**config.mk**
```make
export PLATFORM = sky130hd
export DESIGN_NAME = quad_dec_cpu_oci_trace_collector
export DESIGN_NICKNAME = d
export VERILOG_FILES = /design/src/rtl/quad_dec_oci_trace_pkg.sv /design/src/rtl/quad_dec_oci_trace_fifo.sv /design/src/rtl/quad_dec_cpu_oci_trace_collector.sv
export SDC_FILE = /design/constraint.sdc
export NUM_CORES = 1
export LEC_CHECK = 0
export CELL_PAD_IN_SITES_DETAIL_PLACEMENT = 0
export CELL_PAD_IN_SITES_GLOBAL_PLACEMENT = 1
export CORE_MARGIN = 3
export CORE_UTILIZATION = 53
export CTS_CLUSTER_SIZE = 8
export DETAILED_ROUTE_END_ITERATION = 10
export GPL_TIMING_DRIVEN = 0
export PLACE_DENSITY = 0.78
export SYNTH_ARGS = -nofsm -noshare
export SYNTH_HDL_FRONTEND = slang
export SYNTH_SLANG_ARGS = --single-unit
```
**constraint.sdc**
```tcl
create_clock -name clk -period 5.6 [get_ports clk]
set_input_delay 1.12 -clock clk [delete_from_list [all_inputs] [get_ports clk]]
set_output_delay 1.12 -clock clk [all_outputs]
set_load 0.03 [all_outputs]
```
**src/rtl/quad_dec_oci_trace_pkg.sv**
```systemverilog
// Shared types and constants for the OCI data-trace collector.
// Optional feature macro: QUAD_DEC_OCI_TRACE_TS_EN (per-record capture timestamp).
package quad_dec_oci_trace_pkg;

  typedef enum logic [1:0] {
    RUN   = 2'd0,
    FLUSH = 2'd1,
    DONE  = 2'd2
  } trace_state_e;

  localparam int DEF_LANES  = 3;
  localparam int DEF_LANE_W = 10;
  localparam int DEF_CNT_W  = 4;
  localparam int DEF_DEPTH  = 16;
  localparam int DEF_TS_W   = 32;
  localparam int DROP_W     = 16;

  // Saturating increment for the drop counter.
  function automatic logic [DROP_W-1:0] sat_inc(input logic [DROP_W-1:0] v);
    return (&v) ? v : v + 1'b1;
  endfunction

endpackage

```
**src/rtl/quad_dec_oci_trace_fifo.sv**
```systemverilog
// Synchronous FIFO with a registered head (output) register.
// level counts every stored record, including the one presented on rd_data.
// level_next is the occupancy the FIFO will have after this cycle's push/pop.
module quad_dec_oci_trace_fifo #(
  parameter int W     = 34,
  parameter int DEPTH = 16,
  parameter int LVL_W = $clog2(DEPTH) + 1
) (
  input  logic             clk,
  input  logic             reset,
  input  logic             wr_en,
  input  logic [W-1:0]     wr_data,
  input  logic             rd_ready,
  output logic             rd_valid,
  output logic [W-1:0]     rd_data,
  output logic             full,
  output logic [LVL_W-1:0] level,
  output logic [LVL_W-1:0] level_next
);

  localparam int AW = $clog2(DEPTH);

  logic [W-1:0]     mem [DEPTH];
  logic [AW-1:0]    wr_ptr;
  logic [AW-1:0]    rd_ptr;
  logic [LVL_W-1:0] mem_cnt;
  logic             pop;
  logic             head_load;
  logic             from_mem;
  logic             bypass;
  logic             mem_wr;

  // The head register is refilled whenever it is empty or being popped; an
  // empty backing store lets a push land directly in the head (latency 1).
  assign pop        = rd_valid & rd_ready;
  assign mem_cnt    = level - LVL_W'(rd_valid);
  assign head_load  = ~rd_valid | pop;
  assign from_mem   = head_load & (mem_cnt != '0);
  assign bypass     = head_load & (mem_cnt == '0) & wr_en;
  assign mem_wr     = wr_en & ~bypass;
  assign full       = (level == LVL_W'(DEPTH));
  assign level_next = level + LVL_W'(wr_en) - LVL_W'(pop);

  // Backing store write port.
  // NOTE: the storage array is deliberately not reset; the pointers and level
  // define which entries are meaningful, and a reset-free array maps to RAM.
  always_ff @(posedge clk) begin
    if (mem_wr) mem[wr_ptr] <= wr_data;
  end

  // Pointers, occupancy and head register.
  // NOTE: sequential state uses non-blocking assignments so every register
  // samples pre-edge values regardless of statement order.
  always_ff @(posedge clk) begin
    if (reset) begin
      wr_ptr   <= '0;
      rd_ptr   <= '0;
      level    <= '0;
      rd_valid <= 1'b0;
      rd_data  <= '0;
    end else begin
      level <= level_next;
      if (mem_wr) wr_ptr <= wr_ptr + 1'b1;
      if (from_mem) begin
        rd_data <= mem[rd_ptr];
        rd_ptr  <= rd_ptr + 1'b1;
      end else if (bypass) begin
        rd_data <= wr_data;
      end
      if (head_load) rd_valid <= from_mem | bypass;
    end
  end

endmodule

```
**src/rtl/quad_dec_cpu_oci_trace_collector.sv**
```systemverilog
// Capture block for the CPU OCI data-trace stream: masks/clamps incoming
// buffers, queues them, drains over valid/ready and performs end-of-test flush.
// Optional feature macro: QUAD_DEC_OCI_TRACE_TS_EN adds a free-running cycle
// counter whose value is stored with each record and shown on out_ts.
module quad_dec_cpu_oci_trace_collector
  import quad_dec_oci_trace_pkg::*;
#(
  parameter int LANES  = DEF_LANES,
  parameter int LANE_W = DEF_LANE_W,
  parameter int CNT_W  = DEF_CNT_W,
  parameter int DEPTH  = DEF_DEPTH,
  parameter int TS_W   = DEF_TS_W
) (
  input  logic                       clk,
  input  logic                       reset,
  input  logic                       dct_valid,
  input  logic [LANES*LANE_W-1:0]    dct_buffer,
  input  logic [CNT_W-1:0]           dct_count,
  input  logic                       test_ending,
  output logic                       out_valid,
  input  logic                       out_ready,
  output logic [LANES*LANE_W-1:0]    out_data,
  output logic [CNT_W-1:0]           out_count,
`ifdef QUAD_DEC_OCI_TRACE_TS_EN
  output logic [TS_W-1:0]            out_ts,
`endif
  output logic [$clog2(DEPTH):0]     fill_level,
  output logic [DROP_W-1:0]          drop_cnt,
  output logic                       count_err,
  output logic                       test_has_ended
);

  localparam int BUF_W = LANES * LANE_W;
  localparam int LVL_W = $clog2(DEPTH) + 1;
`ifdef QUAD_DEC_OCI_TRACE_TS_EN
  localparam int REC_W = BUF_W + CNT_W + TS_W;
`else
  localparam int REC_W = BUF_W + CNT_W;
`endif

  trace_state_e     state_q;
  logic             running;
  logic             push_req;
  logic             over_range;
  logic [CNT_W-1:0] clamp_cnt;
  logic [BUF_W-1:0] masked;
  logic             fifo_wr;
  logic             fifo_full;
  logic [REC_W-1:0] wr_rec;
  logic [REC_W-1:0] rd_rec;
  logic [LVL_W-1:0] level_next;

  assign running    = (state_q == RUN);
  assign push_req   = running & dct_valid & (dct_count != '0);
  assign over_range = dct_count > CNT_W'(LANES);
  assign clamp_cnt  = over_range ? CNT_W'(LANES) : dct_count;
  // Full is judged on registered occupancy, so a same-cycle pop never makes room.
  assign fifo_wr    = push_req & ~fifo_full;

  // Zero every lane at or above the (clamped) valid-lane count.
  // NOTE: the whole result is defaulted before the loop so no path leaves it
  // unassigned, which would otherwise infer a latch.
  always_comb begin
    masked = '0;
    for (int i = 0; i < LANES; i++) begin
      if (i < int'(clamp_cnt)) masked[i*LANE_W +: LANE_W] = dct_buffer[i*LANE_W +: LANE_W];
    end
  end

`ifdef QUAD_DEC_OCI_TRACE_TS_EN
  logic [TS_W-1:0] ts_cnt;

  // Free-running capture timestamp, wraps modulo 2^TS_W.
  always_ff @(posedge clk) begin
    if (reset) ts_cnt <= '0;
    else       ts_cnt <= ts_cnt + 1'b1;
  end

  assign wr_rec = {ts_cnt, clamp_cnt, masked};
  assign out_ts = rd_rec[BUF_W+CNT_W +: TS_W];
`else
  assign wr_rec = {clamp_cnt, masked};
`endif

  assign out_data  = rd_rec[BUF_W-1:0];
  assign out_count = rd_rec[BUF_W +: CNT_W];

  quad_dec_oci_trace_fifo #(
    .W     (REC_W),
    .DEPTH (DEPTH),
    .LVL_W (LVL_W)
  ) u_fifo (
    .clk        (clk),
    .reset      (reset),
    .wr_en      (fifo_wr),
    .wr_data    (wr_rec),
    .rd_ready   (out_ready),
    .rd_valid   (out_valid),
    .rd_data    (rd_rec),
    .full       (fifo_full),
    .level      (fill_level),
    .level_next (level_next)
  );

  // Drop counter and sticky out-of-range count flag.
  always_ff @(posedge clk) begin
    if (reset) begin
      drop_cnt  <= '0;
      count_err <= 1'b0;
    end else begin
      if (push_req && fifo_full) drop_cnt <= sat_inc(drop_cnt);
      if (running && dct_valid && over_range) count_err <= 1'b1;
    end
  end

  // End-of-test state machine. Completion is decided on the FIFO's next
  // occupancy so test_has_ended is registered yet rises the cycle after the
  // final pop (or the cycle after test_ending when nothing is queued).
  always_ff @(posedge clk) begin
    if (reset) begin
      state_q        <= RUN;
      test_has_ended <= 1'b0;
    end else begin
      case (state_q)
        RUN: begin
          if (test_ending) begin
            if (level_next == '0) begin
              state_q        <= DONE;
              test_has_ended <= 1'b1;
            end else begin
              state_q <= FLUSH;
            end
          end
        end
        FLUSH: begin
          if (level_next == '0) begin
            state_q        <= DONE;
            test_has_ended <= 1'b1;
          end
        end
        DONE: begin
          test_has_ended <= 1'b1;
        end
        default: begin
          state_q        <= RUN;
          test_has_ended <= 1'b0;
        end
      endcase
    end
  end

endmodule

```
Word level (Yosys, flattened, before mapping)
Memory sizes are Yosys's and may differ from the RTL's. A register that Yosys moved wholly into a read port is not among the register bits.
Cells that the tools add are included.
{"block": "classes", "add_sub_neg": 6, "n_bitwise": 15, "n_reduce_logical": 12, "magnitude_cmp": 4, "n_eq_ne": 5, "n_mux": 17}
{"cell": "2-to-1 mux 34 bit", "n": 2}
{"cell": "2-to-1 mux 10 bit", "n": 3}
{"cell": "adder 16 x 1 -> 16 bit (second input constant)", "n": 1}
{"cell": "AND reduction 16 bit", "n": 1}
{"cell": "2-to-1 mux 4 bit", "n": 3}
{"cell": "zero test 5 bit", "n": 2}
{"cell": "subtractor 5 x 1 -> 5 bit", "n": 2}
{"cell": "adder 4 x 1 -> 4 bit (second input constant)", "n": 2}
{"cell": "AND 1 bit", "n": 8}
{"cell": "less-than comparator 1 x 4 -> 1 bit (first input constant)", "n": 2}
{"cell": "2-to-1 mux 2 bit", "n": 3}
{"cell": "case mux 2 bit (3 select lines)", "n": 1}
{"cell": "adder 5 x 1 -> 5 bit", "n": 1}
{"cell": "== test 5 bit (second input constant)", "n": 1}
{"cell": "inverter 1 bit", "n": 5}
{"cell": "nonzero test 5 bit", "n": 1}
{"cell": "> comparator 4 x 2 -> 1 bit (second input constant)", "n": 1}
{"cell": "less-than comparator 2 x 4 -> 1 bit (first input constant)", "n": 1}
{"cell": "2-to-1 mux 1 bit", "n": 4}
{"cell": "!= test 2 bit (second input constant)", "n": 2}
{"cell": "nonzero test 4 bit", "n": 1}
{"cell": "logical AND 1 bit", "n": 3}
{"cell": "case mux 1 bit (3 select lines)", "n": 1}
{"cell": "AND reduction 3 bit", "n": 1}
{"cell": "other kinds (6)", "n": 7}
{"block": "word_totals", "out_inout_bits": 58, "mem_bits_rw": 544, "inputBits": 39, "ff_bits": 68, "elab_cells": 69, "n_memories": 1}
{"memory": "u_fifo.mem", "depth": 16, "width": 34, "read_ports": 1, "rd_ports_with_merged_regs": 1, "write_ports": 1, "line": "quad_dec_oci_trace_fifo.sv:23", "source": "logic [W-1:0] mem [DEPTH];"}

Longest topological paths before layout
Gate-level depths: netlist (run 1).
{"block": "logic_depth", "ltp_word": 10, "depth_mapped": 13}

By module
From an unflattened synthesis (run 1), not the netlist that was laid out.
{"block": "hier_totals", "cells_unflattened": 1385, "area_unflattened_um2": 24282.0}
{"mod": "quad_dec_oci_trace_fifo", "instances": 1, "area_each_um2": 23017.1, "seq_area_each_um2": 17376.7, "cells_per_inst": 1226}
{"mod": "quad_dec_cpu_oci_trace_collector", "instances": 1, "area_each_um2": 1265.0, "seq_area_each_um2": 400.4, "cells_per_inst": 159}

Worst setup path after synthesis (run 1)
Ideal clock, no wire load.
{"block": "synth_timing", "path_type": "in2reg", "start": "input dct_valid", "end": "memory u_fifo.mem[3][0] (enable)", "required_time_ns": 5.132, "cell_stages": 5, "t_arrival_ns": 4.328, "path_slack_ns": 0.805, "path_cell_list": "nor3b_1 nand3_2 a21oi_2 nand2_1 nor3_1"}
{"block": "synth_between", "elab_chain_cells": 8}
{"element": "start, declared", "line": "quad_dec_cpu_oci_trace_collector.sv:16", "source": "input logic dct_valid,"}
{"element": "AND 1 bit (*) (2 in a row)", "line": "quad_dec_cpu_oci_trace_collector.sv:54", "source": "assign push_req = running & dct_valid & (dct_count != '0);"}
{"element": "AND 1 bit (*)", "line": "quad_dec_cpu_oci_trace_collector.sv:58", "source": "assign fifo_wr = push_req & ~fifo_full;"}
{"element": "AND 1 bit", "line": "quad_dec_oci_trace_fifo.sv:39", "source": "assign bypass = head_load & (mem_cnt == '0) & wr_en;"}
{"element": "inverter 1 bit", "line": "quad_dec_oci_trace_fifo.sv:40", "source": "assign mem_wr = wr_en & ~bypass;"}
{"element": "AND 1 bit (*)", "line": "quad_dec_oci_trace_fifo.sv:40"}
{"element": "2-to-1 mux 1 bit (*)", "line": "quad_dec_oci_trace_fifo.sv:48", "source": "if (mem_wr) mem[wr_ptr] <= wr_data;"}
{"element": "2-to-1 mux 1 bit (not written as such) (*)", "line": "quad_dec_oci_trace_fifo.sv:48"}
{"element": "end, declared", "line": "quad_dec_oci_trace_fifo.sv:23"}
Every way passes the cells marked *; elsewhere a longest branch is shown, timed or not.

Worst setup path after layout (run 1)
{"block": "layout_timing", "start": "input dct_valid", "end": "memory u_fifo.mem[12][7] (enable)"}
The elaborated chain is that of the path after synthesis.

==> flow_metrics.env, run 1 <==
export IMPL_status="finished clean"
export IMPL_path_clk_slew_ps=50
export IMPL_insertedDiodeCount=0
export IMPL_sequentialPowerShare_pct=39.1
export IMPL_min_delay_start="count_err"
export IMPL_cts_hold_buf=0
export IMPL_initial_core_util_pct=54.1
export IMPL_intPower_mw=10.1
export IMPL_fmax_ghz=0.279
export IMPL_core_area_um2=44500
export IMPL_first_global_vias=13100
export IMPL_worstSetupEndpointType="flop"
export IMPL_ys_seq_area_share_pct=73.9
export IMPL_cts_resized=0
export IMPL_peakVddDrop_mv=0.315
export IMPL_synth_edff_count=544
export IMPL_postCtsSetupRepairBufs=0
export IMPL_r2r_start="u_fifo.level[2]"
export IMPL_port_buffers=95
export IMPL_start_kind="input port"
export IMPL_maxSlewHeadroom_pct=14.4
export IMPL_drt_total_wl_mm=56.4
export IMPL_drt_iter0_drc=1337
export IMPL_synthDistinctLibCells=51
export IMPL_drt_pass1_iter_count=5
export IMPL_grt_usage_pct=24.2
export IMPL_min_period_ps=3580
export IMPL_async_flop_share_pct=0
export IMPL_p_switching_mw=4.04
export IMPL_fin_ws_ps=2020
export IMPL_cts_sinks=616
export IMPL_critical_path_class="input port to flop"
export IMPL_drv_slew=0
export IMPL_overflow=0
export IMPL_gp_congestion=0.753
export IMPL_drc_errors=0
export IMPL_maxCapViolCount=0
export IMPL_die_x_um=219
export IMPL_timing_hold_ws_ps=448
export IMPL_ctsHtreeMaxLevel=3
export IMPL_grt_first_pass_wirelength_mm=84.0
export IMPL_clk_latency_ps=600
export IMPL_final_cell_count_no_fill=2113
export IMPL_syn2layout_area_growth_pct=19.5
export IMPL_cts_tree="done"
export IMPL_powerDensity_nw_per_um2=491
export IMPL_cts_path_max_buffers=3
export IMPL_worstPathRequired_ps=5890
export IMPL_num_fill_cells=3035
export IMPL_pre_cts_ws_ps=1350
export IMPL_grt_max_degree=26
export IMPL_die_y_um=219
export IMPL_nets=1506
export IMPL_ys_ff_latch=616
export IMPL_pin_count=97
export IMPL_swShare_pct=28.6
export IMPL_hp_class="flop to flop"
export IMPL_finalHoldViolations=0
export IMPL_regArea_um2=17800
export IMPL_clock_power_share_pct=33.9
export IMPL_worstMarginPinSlew_ps=1280
export IMPL_fin_crit_sh_pct=64.0
export IMPL_crit_path_max_fanout=19
export IMPL_dr_total_vias=12700
export IMPL_postSynthCellCount=1217
export IMPL_rsz0062_at_grt="false"
export IMPL_setup_violations=0
export IMPL_skew_ps=20.6
export IMPL_cts_buffers=86
export IMPL_syn_avg_cell_area_um2=19.8
export IMPL_clock_root_buffer="clkbuf_16"
export IMPL_multi_input_area_um2=5920
export IMPL_crit_start="dct_valid"
export IMPL_leakage_nw=9.59
export IMPL_antenna_left=0
export IMPL_via_per_inst=6.02
export IMPL_syn_area_um2=24100
export IMPL_synthFlopType="edfxtp_1"
export IMPL_avgRoutedWirePerCell_um=26.7
export IMPL_placedCellCount=1954
export IMPL_cp_arrival_ps=3870
export IMPL_dieArea_um2=48000
export IMPL_antenna_found_initial=0
export IMPL_row_count=77
export IMPL_combPwrFrac_pct=27.0
export IMPL_layout_drive_gt1_share_pct=21.6
export IMPL_yosysWarnings=0
export IMPL_hpwlAfterDp_mm=34.9
## sequential cells by signal, indices dropped and copies added (netlist names), named ones only
signal	count
test_has_ended	1
state_q	2
count_err	1
u_fifo.level	5
u_fifo.wr_ptr	4
u_fifo.mem	544
u_fifo.rd_data	34
u_fifo.rd_ptr	4
drop_cnt	16
u_fifo.rd_valid	1
## layer usage
metal | vias to the layer above | global-route usage, % | wire length, um
met5 | - | 1.46 | 100
met4 | 2 | 7.99 | 1500
met3 | 109 | 5.62 | 4540
met2 | 560 | 39.2 | 27700
met1 | 6595 | 32.7 | 22600
li1 | 5463 | - | -
## metrics by stage
stage	TNS, ps	utilization, %	total power [mW]	instance area [um^2]
global route	0	64.6	14.7	28800
global placement	-90360	58.1	9.35	25900
detailed placement	0	59.0	9.44	26200
CTS	0	64.6	14.3	28800
floorplan	0	-	8.24	24200
finish	0	64.6	14.1	28800
## path summary, 6_finish.rpt
check / end / slack (ps) / cells past startpoint
worst min register to register: count_err / 450 / 2
worst max register to register: u_fifo.mem[12][7] / 2240 / 9
worst min-delay path: count_err / 450 / 2
worst max-delay path: u_fifo.mem[12][7] / 2020 / 7
## worst max-delay path: stages
cell             delay (ps)
clkdlybuf4s50_1         440
nor3b_1                 400
nand3_2                 200
a21oi_2                 430
clkbuf_1                310
and3_2                  680
buf_12                  270
## cells in the mapped netlist, types with 12 or more instances
master | number | area, um^2
a221oi_2 | 30 | 450
nor2_1 | 29 | 109
dfxtp_1 | 72 | 1440
nor2b_1 | 17 | 106
edfxtp_1 | 544 | 16300
ha_1 | 16 | 200
a221oi_1 | 32 | 280
inv_1 | 43 | 161
xor2_1 | 12 | 105
a22o_1 | 31 | 272
a21oi_1 | 12 | 60.1
buf_2 | 14 | 70.1
clkbuf_1 | 36 | 135
o21a_1 | 31 | 233
and3_1 | 20 | 125
mux4_2 | 136 | 3060
nand2_1 | 42 | 158
## area by class of cell
type | instances | area share, %
multi-input cells | 519 | 20.6
plain buffers | 68 | 1.18
well taps | 592 | 2.58
clock buffers | 156 | 8.62
flip-flops and latches | 616 | 61.8
inverters | 45 | 0.587
repair buffers | 114 | 4.53
clock inverters | 3 | 0.130
## placed cells by master, fill, tap and decap left out, drive strengths merged, types with 32 or more instances in the layout
master / n
edfxtp: 544
clkbuf: 192
buf: 51
mux4: 136
dfxtp: 72
a221oi: 62
inv: 48
clkdlybuf4s50: 95
conb: 32
nand2: 42
## cells by family (layout without fill, tap and decap cells)
logic type	count (synthesis)	count (layout)	share of synthesized area [%]
buf+inv	113	386	2.12
compound gates	155	155	6.00
mux	144	144	13.1
xor+xnor	20	20	0.728
other cells	1	32	0.0156
simple gates	151	151	3.28
flops	616	616	73.9
fa+ha+maj	17	17	0.915
## power groups by stage
stage	Clock [mW]	Combinational, mW	Sequential [mW]
3_3_place_gp	0	3.76	5.60
2_1_floorplan	0	2.40	5.84
3_5_place_dp	0	3.84	5.61
5_1_grt	5.10	4.09	5.55
6_report	4.79	3.82	5.52
4_1_cts	4.87	3.86	5.52
No activity file was read; power rests on OpenSTA's default activity.
==> run 2, diff against run 1 <==
==> constraint.sdc (replaced) <==
create_clock -name clk -period 3.5 [get_ports clk]
set_input_delay 0.7 -clock clk [delete_from_list [all_inputs] [get_ports clk]]
set_output_delay 0.7 -clock clk [all_outputs]
set_load 0.03 [all_outputs]
==> run 2 against run 1 <==
Against the previous run:
- count of clock-buffer cells in the layout is 2 lower
- cell area is 0.13% higher
- via count is 0.97% higher
- routed wire length is 1.2% higher
- worst setup slack worse by 1900 ps
- non-clock buffer count is 2 lower
- global-route usage is 0.078 points higher
- critical endpoint is now u_fifo.mem[6][19]
==> flow_metrics.env, run 2 (synthesis gave the netlist of run 1 again) <==
export IMPL_syn2layout_area_growth_pct=19.7
export IMPL_final_common_cell="edfxtp_1"
export IMPL_crit_buf_inv=3
export IMPL_overflow=0
export IMPL_fmax_ghz=0.297
export IMPL_port_buffers=95
export IMPL_drt_pass1_iter_count=5
export IMPL_crit_start="u_fifo.level[2]"
export IMPL_fin_ws_ps=131
export IMPL_via_per_inst=6.09
export IMPL_start_kind="flop"
export IMPL_row_count=77
export IMPL_maxSlewHeadroom_pct=12.5
export IMPL_drv_slew=0
export IMPL_dieArea_um2=48000
export IMPL_largest_register="u_fifo.mem"
export IMPL_largest_register_ffs=544
export IMPL_cts_tree="done"
export IMPL_fin_crit_sh_pct=96.3
export IMPL_drt_total_wl_mm=57.1
export IMPL_min_period_ps=3370
export IMPL_pre_cts_ws_ps=-341
export IMPL_antenna_left=0
export IMPL_rsz0062_at_grt="true"
export IMPL_gp_congestion=0.777
export IMPL_cts_path_max_buffers=3
export IMPL_core_area_um2=44500
export IMPL_leakage_nw=9.59
export IMPL_maxCapViolCount=0
export IMPL_die_y_um=219
export IMPL_final_cell_count_no_fill=2110
export IMPL_skew_ps=20.8
export IMPL_ctsHtreeMaxLevel=3
export IMPL_cts_hold_buf=0
export IMPL_powerDensity_nw_per_um2=787
export IMPL_status="finished clean"
export IMPL_hp_class="flop to flop"
export IMPL_drc_errors=0
export IMPL_min_delay_start="u_fifo.rd_data[30]"
export IMPL_peakVddDrop_mv=0.535
export IMPL_dr_total_vias=12900
export IMPL_setup_violations=0
export IMPL_crit_chain="inv_1 > ha_1 > nor2b_1 > o21ai_1 > a21oi_1 > a21oi_2 > clkbuf_1 > and3_2 > buf_12"
export IMPL_slowest_delay_ps=620
export IMPL_layout_drive_gt1_share_pct=21.7
export IMPL_critical_path_top_delay_family="buffers and inverters"
export IMPL_grt_first_pass_wirelength_mm=84.5
export IMPL_cts_sinks=616
export IMPL_clock_root_buffer="clkbuf_16"
export IMPL_cp_arrival_ps=3650
export IMPL_first_global_vias=13400
export IMPL_worstPathRequired_ps=3780
export IMPL_critical_path_class="flop to flop"
export IMPL_pin_count=97
export IMPL_path_clk_slew_ps=50
export IMPL_r2r_start="u_fifo.level[2]"
export IMPL_nets=1505
export IMPL_worstSetupEndpointType="flop"
export IMPL_die_x_um=219
export IMPL_placedCellCount=1952
export IMPL_cts_buffers=87
export IMPL_grt_usage_pct=24.3
export IMPL_initial_core_util_pct=54.1
export IMPL_avgRoutedWirePerCell_um=27.1
export IMPL_slowest_stage="and3_2"
export IMPL_layout_common_cells="edfxtp_1, mux4_2, clkbuf_1"
export IMPL_grt_max_degree=26
export IMPL_clk_latency_ps=610
export IMPL_antenna_found_initial=1
export IMPL_insertedDiodeCount=0
export IMPL_drt_iter0_drc=1302
export IMPL_worstMarginPinSlew_ps=1310
export IMPL_crit_path_max_fanout=22
export IMPL_hpwlAfterDp_mm=35.1
export IMPL_finalHoldViolations=0
export IMPL_largestRegisters="u_fifo.mem: 544 flops, u_fifo.rd_data: 34 flops, drop_cnt: 16 flops"
-- run 2: cell types whose count changed in the layout (fill, tap and decap cells not counted), sizes merged --
cell / previous run / this run
clkbuf: 192 / 190
buf: 51 / 49
inv: 48 / 46
clkinv: 0 / 3
-- run 2: repair_timing --
action                                 in CTS  in global routing
resized for setup                           0                  4
setup buffers                               0                  0
endpoints found under the hold margin       0                  0
setup endpoints to repair                   0                 58
-- run 2: final cells by class --
| class | count | area, um^2 |
|---|---|---|
| tap | 592 | 741 |
| inverter | 45 | 169 |
| clock buffer | 154 | 2480 |
| sequential | 616 | 17800 |
| timing repair buffer | 112 | 1300 |
| multi-input combinational | 519 | 5940 |
| fill | 3025 | 15700 |
| buffer | 68 | 340 |
| clock inverter | 4 | 50.0 |
-- run 2: path summary, 6_finish.rpt --
kind | end | slack (ps) | depth (start not counted)
max | u_fifo.mem[6][19] | 130 | 9
min | u_fifo.rd_data[30] | 460 | 1
max reg2reg | u_fifo.mem[6][19] | 130 | 9
min reg2reg | u_fifo.rd_data[30] | 460 | 1
-- run 2: power breakdown --
part,switching (mW),total [mW],internal (mW)
Sequential,0.241,8.83,8.59
Combinational,3.33,6.15,2.82
Clock,2.95,7.70,4.75
Total,6.52,22.7,16.2
-- run 2: per-stage QoR --
step	TNS, ps	hold slack (ps)	instance area, um^2	power, mW	util [%]
finish	0	457	28800	22.7	64.7
floorplan	0	459	24200	13.2	-
detailed placement	-65790	452	26300	15.1	59.0
CTS	0	464	28800	22.8	64.7
global route	-2520	480	28800	23.6	64.7
global placement	-682670	438	25900	15.0	58.2
-- run 2: per-layer routing --
metal | vias to the layer above | track usage (%) | share of wire (%)
li1 | 5460 | - | -
met1 | 6730 | 32.4 | 39
met2 | 565 | 40.7 | 51
met3 | 98 | 4.74 | 7.8
met4 | 0 | 7.89 | 2.3
met5 | - | 0 | 0
